===== config.mk =====
export PLATFORM = sky130hd
export DESIGN_NAME = module_switch_reader_flat
export DESIGN_NICKNAME = d
export VERILOG_FILES = /design/src/rtl/module_switch_reader_pkg.sv /design/src/rtl/module_switch_reader_if.sv /design/src/rtl/module_switch_reader_debounce.sv /design/src/rtl/module_switch_reader.sv /design/src/flat_wrapper.sv
export SDC_FILE = /design/constraint.sdc
export NUM_CORES = 1
export LEC_CHECK = 0
export ABC_AREA = 1
export CAP_MARGIN = 10
export CORE_MARGIN = 4
export CORE_UTILIZATION = 60
export DETAILED_ROUTE_END_ITERATION = 6
export GPL_TIMING_DRIVEN = 1
export PLACE_DENSITY = 0.76
export SLEW_MARGIN = 20
export SYNTH_ARGS = -nofsm -noshare
export SYNTH_HDL_FRONTEND = slang
export SYNTH_SLANG_ARGS = --single-unit

===== constraint.sdc =====
create_clock -name clk -period 3.8 [get_ports clk]
set_input_delay 0.38 -clock clk [delete_from_list [all_inputs] [get_ports clk]]
set_output_delay 0.38 -clock clk [all_outputs]
set_load 0.05 [all_outputs]

===== src/rtl/module_switch_reader_pkg.sv =====
// -----------------------------------------------------------------------------
// pkg_entrada: shared types and constants for the switch reader.
//   estado_captura_t : capture FSM state encoding (ESPERA / SOSTENIDO)
//   DEBOUNCE_DEFAULT : default stable-cycle count (10 ms at 27 MHz)
//   N_SW             : number of board switches sampled
// -----------------------------------------------------------------------------
package pkg_entrada;

  typedef enum logic {
    ESPERA    = 1'b0,
    SOSTENIDO = 1'b1
  } estado_captura_t;

  localparam int DEBOUNCE_DEFAULT = 270000;
  localparam int N_SW             = 4;

endpackage


===== src/rtl/module_switch_reader_if.sv =====
// -----------------------------------------------------------------------------
// module_switch_reader_if: output bundle of the switch reader.
//   binario    : last captured nibble
//   valido     : capture strobe
//   sw_estable : current debounced switch value, active-high
//   estado     : capture FSM state, exposed for observation
// Handshake: valido is a pure one-cycle strobe with no ready/back-pressure;
// binario is valid (and newly loaded) in exactly the cycle valido is high and
// holds that value until the next strobe. The consumer must accept every strobe.
// Modports: master = switch reader (drives), slave = consumer (e.g. decoder).
// -----------------------------------------------------------------------------
interface module_switch_reader_if;
  import pkg_entrada::*;

  logic [N_SW-1:0] binario;
  logic            valido;
  logic [N_SW-1:0] sw_estable;
  estado_captura_t estado;

  modport master (output binario, output valido, output sw_estable, output estado);
  modport slave  (input  binario, input  valido, input  sw_estable, input  estado);

endinterface


===== src/rtl/module_switch_reader_debounce.sv =====
// -----------------------------------------------------------------------------
// module_debounce: one-bit 2-flop synchronizer followed by a counter debouncer.
//   clk, rst_n : clock, asynchronous active-low reset
//   raw_i      : raw asynchronous pad level
//   nivel_o    : accepted (debounced) level, registered; resets to 1 (released)
//   cambio_o   : high in the cycle whose closing edge flips nivel_o
// The accepted level follows a stable raw change after exactly
// 2 + DEBOUNCE_CYCLES clock edges (2 sync + DEBOUNCE_CYCLES counting).
// -----------------------------------------------------------------------------
module module_debounce #(
  parameter int DEBOUNCE_CYCLES = 270000
) (
  input  logic clk,
  input  logic rst_n,
  input  logic raw_i,
  output logic nivel_o,
  output logic cambio_o
);

  localparam int                CNT_W    = $clog2(DEBOUNCE_CYCLES + 1);
  localparam logic [CNT_W-1:0]  CNT_LAST = CNT_W'(DEBOUNCE_CYCLES - 1);

  logic             sync1_q, sync2_q;
  logic             nivel_q, nivel_d;
  logic [CNT_W-1:0] cnt_q, cnt_d;
  logic             cambio;

  always_ff @(posedge clk or negedge rst_n) begin
    if (!rst_n) begin
      sync1_q <= 1'b1;
      sync2_q <= 1'b1;
      nivel_q <= 1'b1;
      cnt_q   <= '0;
    end else begin
      sync1_q <= raw_i;
      sync2_q <= sync1_q;
      nivel_q <= nivel_d;
      cnt_q   <= cnt_d;
    end
  end

  // The flip happens on the edge where the counter already sits at the last
  // value and the synchronized level still disagrees.
  assign cambio = (sync2_q != nivel_q) && (cnt_q == CNT_LAST);

  always_comb begin
    nivel_d = nivel_q;
    cnt_d   = cnt_q;
    if (sync2_q == nivel_q) begin
      cnt_d = '0;
    end else if (cambio) begin
      nivel_d = sync2_q;
      cnt_d   = '0;
    end else begin
      cnt_d = cnt_q + CNT_W'(1);
    end
  end

  assign nivel_o  = nivel_q;
  assign cambio_o = cambio;

endmodule


===== src/rtl/module_switch_reader.sv =====
// -----------------------------------------------------------------------------
// module_switch_reader: samples four active-low switches and an active-low
// capture button, debounces them and, on each clean press, latches the switch
// pattern as a nibble with a one-cycle strobe.
//   clk, rst_n : clock, asynchronous active-low reset
//   sw_n[3:0]  : raw switches, active-low, asynchronous
//   btn_n      : raw capture button, active-low, asynchronous
//   bus        : master side of module_switch_reader_if
//                (binario, valido, sw_estable, estado)
// Optional build macro: MODULE_SWITCH_READER_AUTO_CAPTURE_EN
//   When defined, every change of sw_estable also triggers a capture one cycle
//   later; a coinciding button capture wins and the auto capture is deferred
//   by one more cycle.
// -----------------------------------------------------------------------------
module module_switch_reader
  import pkg_entrada::*;
#(
  parameter int DEBOUNCE_CYCLES = DEBOUNCE_DEFAULT
) (
  input  logic                   clk,
  input  logic                   rst_n,
  input  logic [N_SW-1:0]        sw_n,
  input  logic                   btn_n,
  module_switch_reader_if.master bus
);

  logic [N_SW-1:0] sw_nivel, sw_cambio;
  logic            btn_nivel, btn_cambio;

  for (genvar i = 0; i < N_SW; i++) begin : g_sw
    module_debounce #(.DEBOUNCE_CYCLES(DEBOUNCE_CYCLES)) u_deb (
      .clk      (clk),
      .rst_n    (rst_n),
      .raw_i    (sw_n[i]),
      .nivel_o  (sw_nivel[i]),
      .cambio_o (sw_cambio[i])
    );
  end

  module_debounce #(.DEBOUNCE_CYCLES(DEBOUNCE_CYCLES)) u_deb_btn (
    .clk      (clk),
    .rst_n    (rst_n),
    .raw_i    (btn_n),
    .nivel_o  (btn_nivel),
    .cambio_o (btn_cambio)
  );

  // Button events are taken at the flip edge itself, so a capture sees the
  // sw_estable value from before any switch flip landing on the same edge.
  logic btn_cae, btn_sube;
  assign btn_cae  = btn_cambio &  btn_nivel;
  assign btn_sube = btn_cambio & ~btn_nivel;

  // ---------------------------------------------------------------------------
  // Debounced switch value, active-high. On a flip the new accepted level is
  // the inverse of the old one, so the active-high value equals the old level.
  // ---------------------------------------------------------------------------
  logic [N_SW-1:0] sw_estable_q, sw_estable_d;

  always_comb begin
    sw_estable_d = sw_estable_q;
    for (int i = 0; i < N_SW; i++) begin
      if (sw_cambio[i]) sw_estable_d[i] = sw_nivel[i];
    end
  end

  always_ff @(posedge clk or negedge rst_n) begin
    if (!rst_n) sw_estable_q <= '0;
    else        sw_estable_q <= sw_estable_d;
  end

  // ---------------------------------------------------------------------------
  // Capture FSM: state register / next-state / outputs
  // ---------------------------------------------------------------------------
  estado_captura_t estado_q, estado_d;
  logic            captura_btn;

  always_ff @(posedge clk or negedge rst_n) begin
    if (!rst_n) estado_q <= ESPERA;
    else        estado_q <= estado_d;
  end

  always_comb begin
    estado_d = estado_q;
    case (estado_q)
      ESPERA:    if (btn_cae)  estado_d = SOSTENIDO;
      SOSTENIDO: if (btn_sube) estado_d = ESPERA;
      default:   estado_d = ESPERA;
    endcase
  end

  always_comb begin
    captura_btn = (estado_q == ESPERA) && btn_cae;
  end

  // ---------------------------------------------------------------------------
  // Captured nibble and strobe
  // ---------------------------------------------------------------------------
  logic [N_SW-1:0] binario_q, binario_d;
  logic            valido_q, valido_d;

`ifdef MODULE_SWITCH_READER_AUTO_CAPTURE_EN
  // pend_q: sw_estable changed on the previous edge (or a deferred auto
  // capture is still waiting behind a button capture).
  logic pend_q, pend_d;

  always_comb begin
    binario_d = binario_q;
    valido_d  = 1'b0;
    pend_d    = |sw_cambio;
    if (captura_btn) begin
      binario_d = sw_estable_q;
      valido_d  = 1'b1;
      if (pend_q) pend_d = 1'b1;
    end else if (pend_q) begin
      binario_d = sw_estable_q;
      valido_d  = 1'b1;
    end
  end

  always_ff @(posedge clk or negedge rst_n) begin
    if (!rst_n) pend_q <= 1'b0;
    else        pend_q <= pend_d;
  end
`else
  always_comb begin
    binario_d = binario_q;
    valido_d  = 1'b0;
    if (captura_btn) begin
      binario_d = sw_estable_q;
      valido_d  = 1'b1;
    end
  end
`endif

  always_ff @(posedge clk or negedge rst_n) begin
    if (!rst_n) begin
      binario_q <= '0;
      valido_q  <= 1'b0;
    end else begin
      binario_q <= binario_d;
      valido_q  <= valido_d;
    end
  end

  assign bus.binario    = binario_q;
  assign bus.valido     = valido_q;
  assign bus.sw_estable = sw_estable_q;
  assign bus.estado     = estado_q;

endmodule


===== src/flat_wrapper.sv =====
// flat-port wrapper written by rule: the top's interface ports become plain ports
module module_switch_reader_flat import pkg_entrada::*;
#(
  parameter int DEBOUNCE_CYCLES = DEBOUNCE_DEFAULT
)
  (clk, rst_n, sw_n, btn_n, bus_binario, bus_valido, bus_sw_estable, bus_estado);
  module_switch_reader_if bus_i ();
  input  logic clk;
  input  logic rst_n;
  input  logic [N_SW-1:0] sw_n;
  input  logic btn_n;
  output wire logic [$bits(bus_i.binario)-1:0] bus_binario;
  output wire logic [$bits(bus_i.valido)-1:0] bus_valido;
  output wire logic [$bits(bus_i.sw_estable)-1:0] bus_sw_estable;
  output wire logic [$bits(bus_i.estado)-1:0] bus_estado;
  assign bus_binario = bus_i.binario;
  assign bus_valido = bus_i.valido;
  assign bus_sw_estable = bus_i.sw_estable;
  assign bus_estado = bus_i.estado;
  module_switch_reader #(.DEBOUNCE_CYCLES(DEBOUNCE_CYCLES)) u_core (.clk(clk), .rst_n(rst_n), .sw_n(sw_n), .btn_n(btn_n), .bus(bus_i));
endmodule

# Word level (Yosys, flattened, before mapping)
# Index checks and enable logic that the tools add are counted.
[word_totals] ff_bits=120 wordCells=81 in_bits=7 output_inout_bits=10
[classes] n_mux=14 bitwise=9 eq_ne=15 n_addsub=5 n_reduce_logical=11
[ops] cell="two-way mux 19 bit" count=10
[ops] cell="adder 19 x 1 -> 19 bit, second input constant" count=5
[ops] cell="== test 19 bit, second input constant" count=5
[ops] cell="AND reduction 2 bit" count=5
[ops] cell="NOT 1 bit" count=7
[ops] cell="logical AND 1 bit" count=6
[ops] cell="== test 1 bit" count=5
[ops] cell="!= test 1 bit" count=5
[ops] cell="two-way mux 1 bit" count=3
[ops] cell="AND 1 bit" count=2
[ops] cell="one-hot mux 1 bit (2 select lines)" count=1

# Depth between registers and ports, before layout
# Gate-level depths: netlist of run 1.
[logic_depth] depth_word=5 ltp_mapped=10 depth_no_buf=9

# By module
# From an unflattened synthesis of run 1, not the netlist that was laid out.
[hier_totals] hier_cells=804 hier_area_um2=6393.6
[modules_own_cells] module="module_debounce" seq_area_each_um2=554.3 cells_each=153 instances=5 area_per_inst_um2=1202.4
[modules_own_cells] module="module_switch_reader" seq_area_each_um2=250.2 cells_each=39 instances=1 area_per_inst_um2=381.6

# Worst setup path before layout of run 1
# OpenSTA, ideal clock, no wires.
[synth_path] path_type="reg-to-reg" start="reg u_core.u_deb_btn.cnt_q[0]" end="reg u_core.u_deb_btn.cnt_q[10]" setup_ps=121 path_buffers=1 path_stages_with_launch=10 arrival_ps=1359 synth_period_minus_slack_ps=1480 path_slack_ps=2320 required_time_ps=3679 path_cell_list="dfrtp_1 ha_1 nand3_2 inv_1 nand2_2 nor2_4 nand2_4 nand2_4 buf_12 nor2_2"
[synth_between] elab_chain_len=4 word_cells_on_any_way=5 cone_classes="add/sub (1); eq/ne (1); mux (2); reduce/logical (1)"
[synth_lines] element="start: declaration" line_no="module_switch_reader_debounce.sv:25" rtl="logic [CNT_W-1:0] cnt_q, cnt_d;"
[synth_lines] element="start signal: assignment" line_no="module_switch_reader_debounce.sv:38" rtl="cnt_q <= cnt_d;"
[synth_lines] element="branches (longest 2 deep; another with adder 19 x 1 -> 19 bit)"
[synth_lines] element="two-way mux 19 bit *" line_no="module_switch_reader_debounce.sv:51" rtl="end else if (cambio) begin"
[synth_lines] element="two-way mux 19 bit *" line_no="module_switch_reader_debounce.sv:49" rtl="if (sync2_q == nivel_q) begin"
[synth_lines] element="named net u_core.u_deb_btn.cnt_d[10]" line_no="module_switch_reader_debounce.sv:25"
# Mark *: on every way through the listed nets, which the timed path passes.
# A chain may end at the register's enable or synchronous reset.

# Final worst setup path of run 1
[layout_path] start="reg u_core.sw_estable_q[3] (netlist: u_core.bus.sw_estable[3])" end="out bus_sw_estable[3]"
[layout_rtl] element="start: declaration" line_no="module_switch_reader.sv:58" rtl="logic [N_SW-1:0] sw_estable_q, sw_estable_d;"
[layout_rtl] element="start signal: assignment" line_no="module_switch_reader.sv:69" rtl="else sw_estable_q <= sw_estable_d;"
[layout_rtl] element="end: declaration" line_no="flat_wrapper.sv:14" rtl="output wire logic [$bits(bus_i.sw_estable)-1:0] bus_sw_estable;"
# No word-level cell between the ends.

==> flow_summary.json, run 1 <==
{
  "status": "complete, no violations",
  "grt_overflow_total": 0,
  "ys_seq_area_share_pct": 47.44,
  "gp_congestion": 0.9261,
  "grt_use_total_pct": 22.83,
  "fin_nets": 850,
  "cts_sinks": 120,
  "relSlewSlack_pct": 51.36,
  "path_clk_slew_ns": 0.05,
  "final_area_mm2": 0.007287,
  "dieArea_mm2": 0.01233,
  "ant_nets": 0,
  "synthDistinctLibCells": 31,
  "antenna_found_initial": 0,
  "min_path_type": "primary input to flop",
  "yosysTopAreaCell": "dfrtp_1",
  "layout_common_cells": "182 x nor2_1, 178 x nand2_1, 105 x dfrtp_1",
  "routedWlPerCell_um": 13.06,
  "fin_ws_ns": 1.616,
  "p_total_mw": 2.989,
  "die_x_um": 111.0,
  "io_buffer_count": 16,
  "min_period_over_period_pct": 57.48,
  "post-cts-setup-buffers": 0,
  "max_cap_violations": 0,
  "initial_core_util_pct": 61.70,
  "crit_family": "buffers and inverters",
  "fmaxAchievable_mhz": 457.8,
  "tritoncts.num_buffers": 17,
  "worst_pin_slew_ns": 0.7296,
  "synth_xor_area_share_pct": 6.796,
  "pre_cts_ws_ns": 2.139,
  "worst-path-max-fanout": 3,
  "use_met2_pct": 39.56,
  "cts_root_buf": "clkbuf_8",
  "synth_warnings": 0,
  "rsz0062_at_grt": "no",
  "synthSimpleGateAreaFrac_pct": 37.38,
  "synth-seq-cells": 120,
  "dpl.hpwl_um": 9159,
  "met3_usage_pct": 5.677,
  "leakage_nw": 3.093,
  "worst_path_max_delay_cell": "clkdlybuf4s50_1",
  "die_y_um": 111.0,
  "grt_pass1_wl_um": 23160,
  "fin_util_pct": 70.59,
  "postPlaceCellArea_mm2": 0.006686,
  "crit_required_ns": 3.42,
  "antenna-diode-count": 0,
  "ios": 17,
  "critPathArrivalTime_ns": 1.80,
  "final_common_cell": "nor2_1",
  "use_met1_pct": 26.95,
  "drive_above_1_share_pct": 11.99,
  "route.detailed.drc": 0,
  "finalSetupViolations": 0,
  "ir_worst_vdd_v": 0.0003666,
  "h-tree-depth": 4,
  "path_buf_inv": 1,
  "avgViaCountPerCell": 5.266,
  "synth.area.mux_share_pct": 0,
  "rows": 37,
  "synth_top_family_by_area": "simple AND/OR/NAND/NOR gates",
  "drv_slew": 0,
  "wl_um": 12890,
  "vias": 5198,
  "worstPathCellList": "clkdlybuf4s50_1",
  "hold_viol_final": 0,
  "clk_path_buf_depth": 2,
  "core_mm2": 0.01032,
  "setup_tns_ns": 0,
  "clock_latency_ns": 0.52,
  "critPathLaunchType": "flop",
  "synth_nets": 815,
  "cts_tree": "done",
  "grt_pass1_vias": 5343,
  "syn_area_mm2": 0.006370,
  "syn2layout_area_growth_pct": 14.40,
  "critPathCaptureType": "output pin",
  "synth_adder_area_share_pct": 0.9821,
  "drt-pass1-iter-count": 5,
  "fillers": 789,
  "synth_compound_area_share_pct": 1.395,
  "synth_top_area_share_pct": 41.25,
  "top_usage_layer": "met2",
  "ys_top_cells_by_area": "dfrtp_1 41%, nor2_1 11%, nand2_1 10%, dfstp_2 6.2%, inv_1 5.4%",
  "crit_type": "flop to output pin",
  "cp_slowest_stage_delay_ns": 0.85,
  "finalCriticalPeriod_ns": 2.184,
  "clock_skew_ns": 0.007151,
  "syn_inst": 803,
  "postSynthAreaPerCell_um2": 7.933,
  "grt_max_degree": 65,
  "power_density_mw_per_mm2": 410.2,
  "drt_iter0_markers": 495
}
-- registers in the layout, indices dropped and copies added, names as in the netlist, named ones only --
name / flops
u_core.bus.valido: 1
u_core.u_deb_btn.cnt_q: 19
u_core.g_sw.u_deb.cnt_q: 76
u_core.g_sw.u_deb.sync2_q: 4
u_core.u_deb_btn.sync1_q: 1
u_core.g_sw.u_deb.nivel_o: 4
u_core.g_sw.u_deb.sync1_q: 4
u_core.bus.binario: 4
u_core.bus.sw_estable: 4
u_core.u_deb_btn.sync2_q: 1
u_core.u_deb_btn.nivel_o: 1
-- per-layer routing --
metal	share of wire, %	vias up
li1	-	2593
met1	43	2467
met2	51	117
met3	4.0	21
met4	2.0	0
met5	0	-
-- per-stage QoR --
stage	instances	hold WS, ns
after floorplan	803	0.08441
after global placement	954	0.3460
after detailed placement	954	0.3478
after CTS	987	0.2373
after global routing	987	0.2295
final	987	0.2674
-- cell usage after synthesis --
library cell  number
xnor2_2            4
nand2_1          178
xor2_1            30
buf_12             1
o21bai_1           1
nand4_1           28
nor3_1            21
nor3_2             2
inv_4              1
ha_1               5
nor3b_1            4
dfstp_2           15
nor2_2            23
xnor2_1           12
nand3_1           52
nand2_4            6
o21ai_1            1
buf_6              1
nor2_1           182
dfrtp_1          105
nand3b_1           3
or2_2              1
nand2_2            5
a31oi_1            1
o21ai_0            7
nor2_4             6
nand4_2            1
nand3_2            7
inv_1             92
nand3_4            1
a21oi_1            7
-- logic make-up (layout without fill, tap and decap cells) --
logic type               after synthesis  in the layout
AND/OR/NAND/NOR                      520            520
buffers and inverters                 95            143
AO/OA/AOI/OAI                         17             17
flip-flops                           120            120
adder cells (fa/ha/maj)                5              5
XOR/XNOR                              46             46
-- power breakdown --
| part | switching (mW) | total [mW] | internal [mW] |
|---|---|---|---|
| Sequential | 0.0172 | 1.32 | 1.30 |
| Clock | 0.533 | 1.58 | 1.05 |
| Combinational | 0.0615 | 0.0899 | 0.0284 |
| Total | 0.612 | 2.99 | 2.38 |
-- repair_timing --
item | 4_1_cts | 5_1_grt
hold endpoints to repair | 50 | 0
hold buffers | 1 | 0
gates resized for setup | 0 | 0
-- layout make-up --
cell class / count / area [µm²] / share of cell area [%]
Clock buffer: 24 / 470.5 / 6.456
Clock inverter: 8 / 120.1 / 1.648
Inverter: 93 / 351.6 / 4.825
Multi-Input combinational cell: 588 / 2965 / 40.69
Sequential cell: 120 / 3022 / 41.47
Tap cell: 136 / 170.2 / 2.335
Timing Repair Buffer: 18 / 187.7 / 2.576
-- path summary, 6_finish.rpt --
| path | from | endpoint | slack (ns) | cells past startpoint |
|---|---|---|---|---|
| setup / recovery | u_core.bus.sw_estable[3]$_DFFE_PN0P_ | bus_sw_estable[3] | 1.62 | 1 |
| hold / removal | sw_n[3] | u_core.g_sw[3].u_deb.sync1_q$_DFF_PN1_ | 0.27 | 1 |
| setup reg to reg | u_core.u_deb_btn.cnt_q[0]$_DFF_PN0_ | u_core.u_deb_btn.cnt_q[16]$_DFF_PN0_ | 2.11 | 8 |
| hold reg to reg | u_core.g_sw[0].u_deb.sync1_q$_DFF_PN1_ | u_core.g_sw[0].u_deb.sync2_q$_DFF_PN1_ | 0.35 | 0 |
| max in group asynchronous | rst_n | u_core.g_sw[3].u_deb.sync1_q$_DFF_PN1_ | 2.51 | 3 |
| min in group asynchronous | rst_n | u_core.u_deb_btn.cnt_q[14]$_DFF_PN0_ | 0.46 | 2 |
(Power assumes the default switching activity.)
==> run 2, diff against run 1 <==
Settings changed: CORE_UTILIZATION 60 to 56, PLACE_DENSITY 0.76 to 0.74.
Clock period 3.8 ns to 1.81 ns, I/O delays scaled along.
==> flow_summary.json, run 2 (same netlist as run 1, synthesis figures left out) <==
{
  "status": "complete, no violations",
  "worst_path_max_delay_cell": "clkdlybuf4s50_1",
  "final_common_cell": "nor2_1",
  "power_density_mw_per_mm2": 905.8,
  "crit_required_ns": 1.63,
  "die_y_um": 114.7,
  "layoutNonFillerInstCount": 996,
  "clock_skew_ns": 0.008907,
  "crit_family": "buffers and inverters",
  "p_comb_share_pct": 3.0,
  "syn2layout_area_growth_pct": 16.28,
  "switching_share_pct": 20.02,
  "path_buf_inv": 1,
  "leakage_nw": 3.192,
  "gp_congestion": 0.8933,
  "initial_core_util_pct": 58.00,
  "p_total_mw": 6.709,
  "ir_worst_vdd_v": 0.0008405,
  "rr_worst_depth": 6,
  "antenna_found_initial": 0,
  "dieArea_mm2": 0.01314,
  "worst-path-max-fanout": 2,
  "drt_iter0_markers": 432,
  "finalCriticalPeriod_ns": 1.753,
  "wl_um": 12960,
  "vias": 5170,
  "path_depth": 1,
  "rows": 38,
  "setup_tns_ns": 0,
  "fin_nets": 855,
  "relSlewSlack_pct": 60.99,
  "route.detailed.drc": 0,
  "drt-pass1-iter-count": 5,
  "top_regs": "u_core.g_sw.u_deb.cnt_q x76, u_core.u_deb_btn.cnt_q x19",
  "max_cap_violations": 0,
  "fmaxAchievable_mhz": 570.5,
  "drv_slew": 0,
  "cts_sinks": 120,
  "core_mm2": 0.01098,
  "grt_max_degree": 41,
  "worstPathCellList": "clkdlybuf4s50_1",
  "die_x_um": 114.7,
  "critPathCaptureType": "output pin",
  "rsz0062_at_grt": "no",
  "clkPwrFrac_pct": 55.8,
  "fillers": 856,
  "grt_use_total_pct": 22.01,
  "drive_above_1_share_pct": 13.08,
  "cp_slowest_stage_delay_ns": 0.81,
  "finalSetupViolations": 0,
  "grt_pass1_vias": 5133,
  "post-place-cells": 961,
  "clock_latency_ns": 0.42,
  "tritoncts.num_buffers": 17,
  "clk_path_buf_depth": 2,
  "whs_path_depth": 1,
  "p_int_mw": 5.366,
  "ios": 17,
  "grt_overflow_total": 0,
  "largest_register": "u_core.g_sw.u_deb.cnt_q",
  "layout_common_cells": "182 x nor2_1, 178 x nand2_1, 104 x dfrtp_1",
  "grt_pass1_wl_um": 23080,
  "min_path_type": "primary input to flop",
  "worst_pin_slew_ns": 0.5824,
  "routedWlPerCell_um": 13.01,
  "dpl.hpwl_um": 9376,
  "avgViaCountPerCell": 5.191,
  "antenna-diode-count": 0,
  "cts_root_buf": "clkbuf_16",
  "ant_nets": 0,
  "largest_reg_flops": 76,
  "crit_type": "flop to output pin",
  "io_buffer_count": 16,
  "min_period_over_period_pct": 96.84,
  "p_switching_mw": 1.343,
  "critPathArrivalTime_ns": 1.57,
  "holdWs_ns": 0.1689,
  "h-tree-depth": 4,
  "cts_tree": "done",
  "hold_viol_final": 0,
  "sequentialPowerShare_pct": 41.3,
  "critPathLaunchType": "flop",
  "path_clk_slew_ns": 0.05
}
-- run 2: cell count changes in the layout (fill, tap and decap cells not counted) --
cell             change
dfrtp_1              -1
buf_4                +5
clkbuf_1             -3
bufinv_16            +3
clkbuf_8             -4
clkdlybuf4s50_1      -5
clkinv_2             +2
clkinv_4             +1
dlymetal6s2s_1       +1
clkbuf_16            +1
dlygate4sd2_1        +3
buf_12               +1
dfrtp_2              +1
-- run 2: routing by layer --
metal	routed length [µm]	vias up	track usage [%]	part of all wire, %
met5	0	-	0	0
met4	257	0	8.789	2.0
met3	603	27	6.025	4.7
met2	6339	123	36.17	49
met1	5758	2414	27.54	44
li1	-	2606	-	-
-- run 2: timing repair --
item / CTS / global route
endpoints found under the setup margin: 3 / 4
pin swaps: 0 / 1
gates resized for setup: 3 / 2
hold buffers: 1 / 0
buffers inserted: 0 / 2
hold endpoints to repair: 33 / 0
-- run 2: through the flow --
step,utilization [%],instance area [µm²],worst slack (ns)
floorplan,-,6370,0.3300
global placement,61.22,6724,0.2587
detailed placement,61.22,6724,0.1600
CTS,67.27,7388,0.0003062
global route,67.44,7407,0.005154
finish,67.44,7407,0.05719
-- run 2: worst paths after layout --
path | from | slack, ns | end
worst max-delay path | u_core.bus.binario[0]$_DFFE_PN0P_ | 0.06 | bus_binario[0]
worst min-delay path | sw_n[0] | 0.17 | u_core.g_sw[0].u_deb.sync1_q$_DFF_PN1_
worst max register to register | u_core.g_sw[1].u_deb.cnt_q[0]$_DFF_PN0_ | 0.17 | u_core.g_sw[1].u_deb.cnt_q[9]$_DFF_PN0_
worst min register to register | u_core.g_sw[2].u_deb.sync1_q$_DFF_PN1_ | 0.36 | u_core.g_sw[2].u_deb.sync2_q$_DFF_PN1_
max in group asynchronous | rst_n | 0.92 | u_core.g_sw[3].u_deb.sync1_q$_DFF_PN1_
min in group asynchronous | rst_n | 0.22 | u_core.u_deb_btn.cnt_q[11]$_DFF_PN0_
-- run 2: power by group through the flow --
stage               clock network [mW]  registers (mW)  logic, mW
CTS                               3.81            2.77      0.206
detailed placement                   0            2.81      0.202
global placement                     0            2.81      0.196
finish                            3.74            2.77      0.198
floorplan                            0            2.81      0.102
global route                      3.96            2.77      0.228
-- run 2: cell type report --
class                   count  area [µm²]  area share, %
flip-flops and latches    120        3023          40.81
multi-input cells         588        2965          40.03
clock buffers              18       429.2          5.794
inverters                  93       351.6          4.747
repair buffers             23       234.0          3.159
clock inverters            14       229.0          3.091
well taps                 140       175.2          2.365
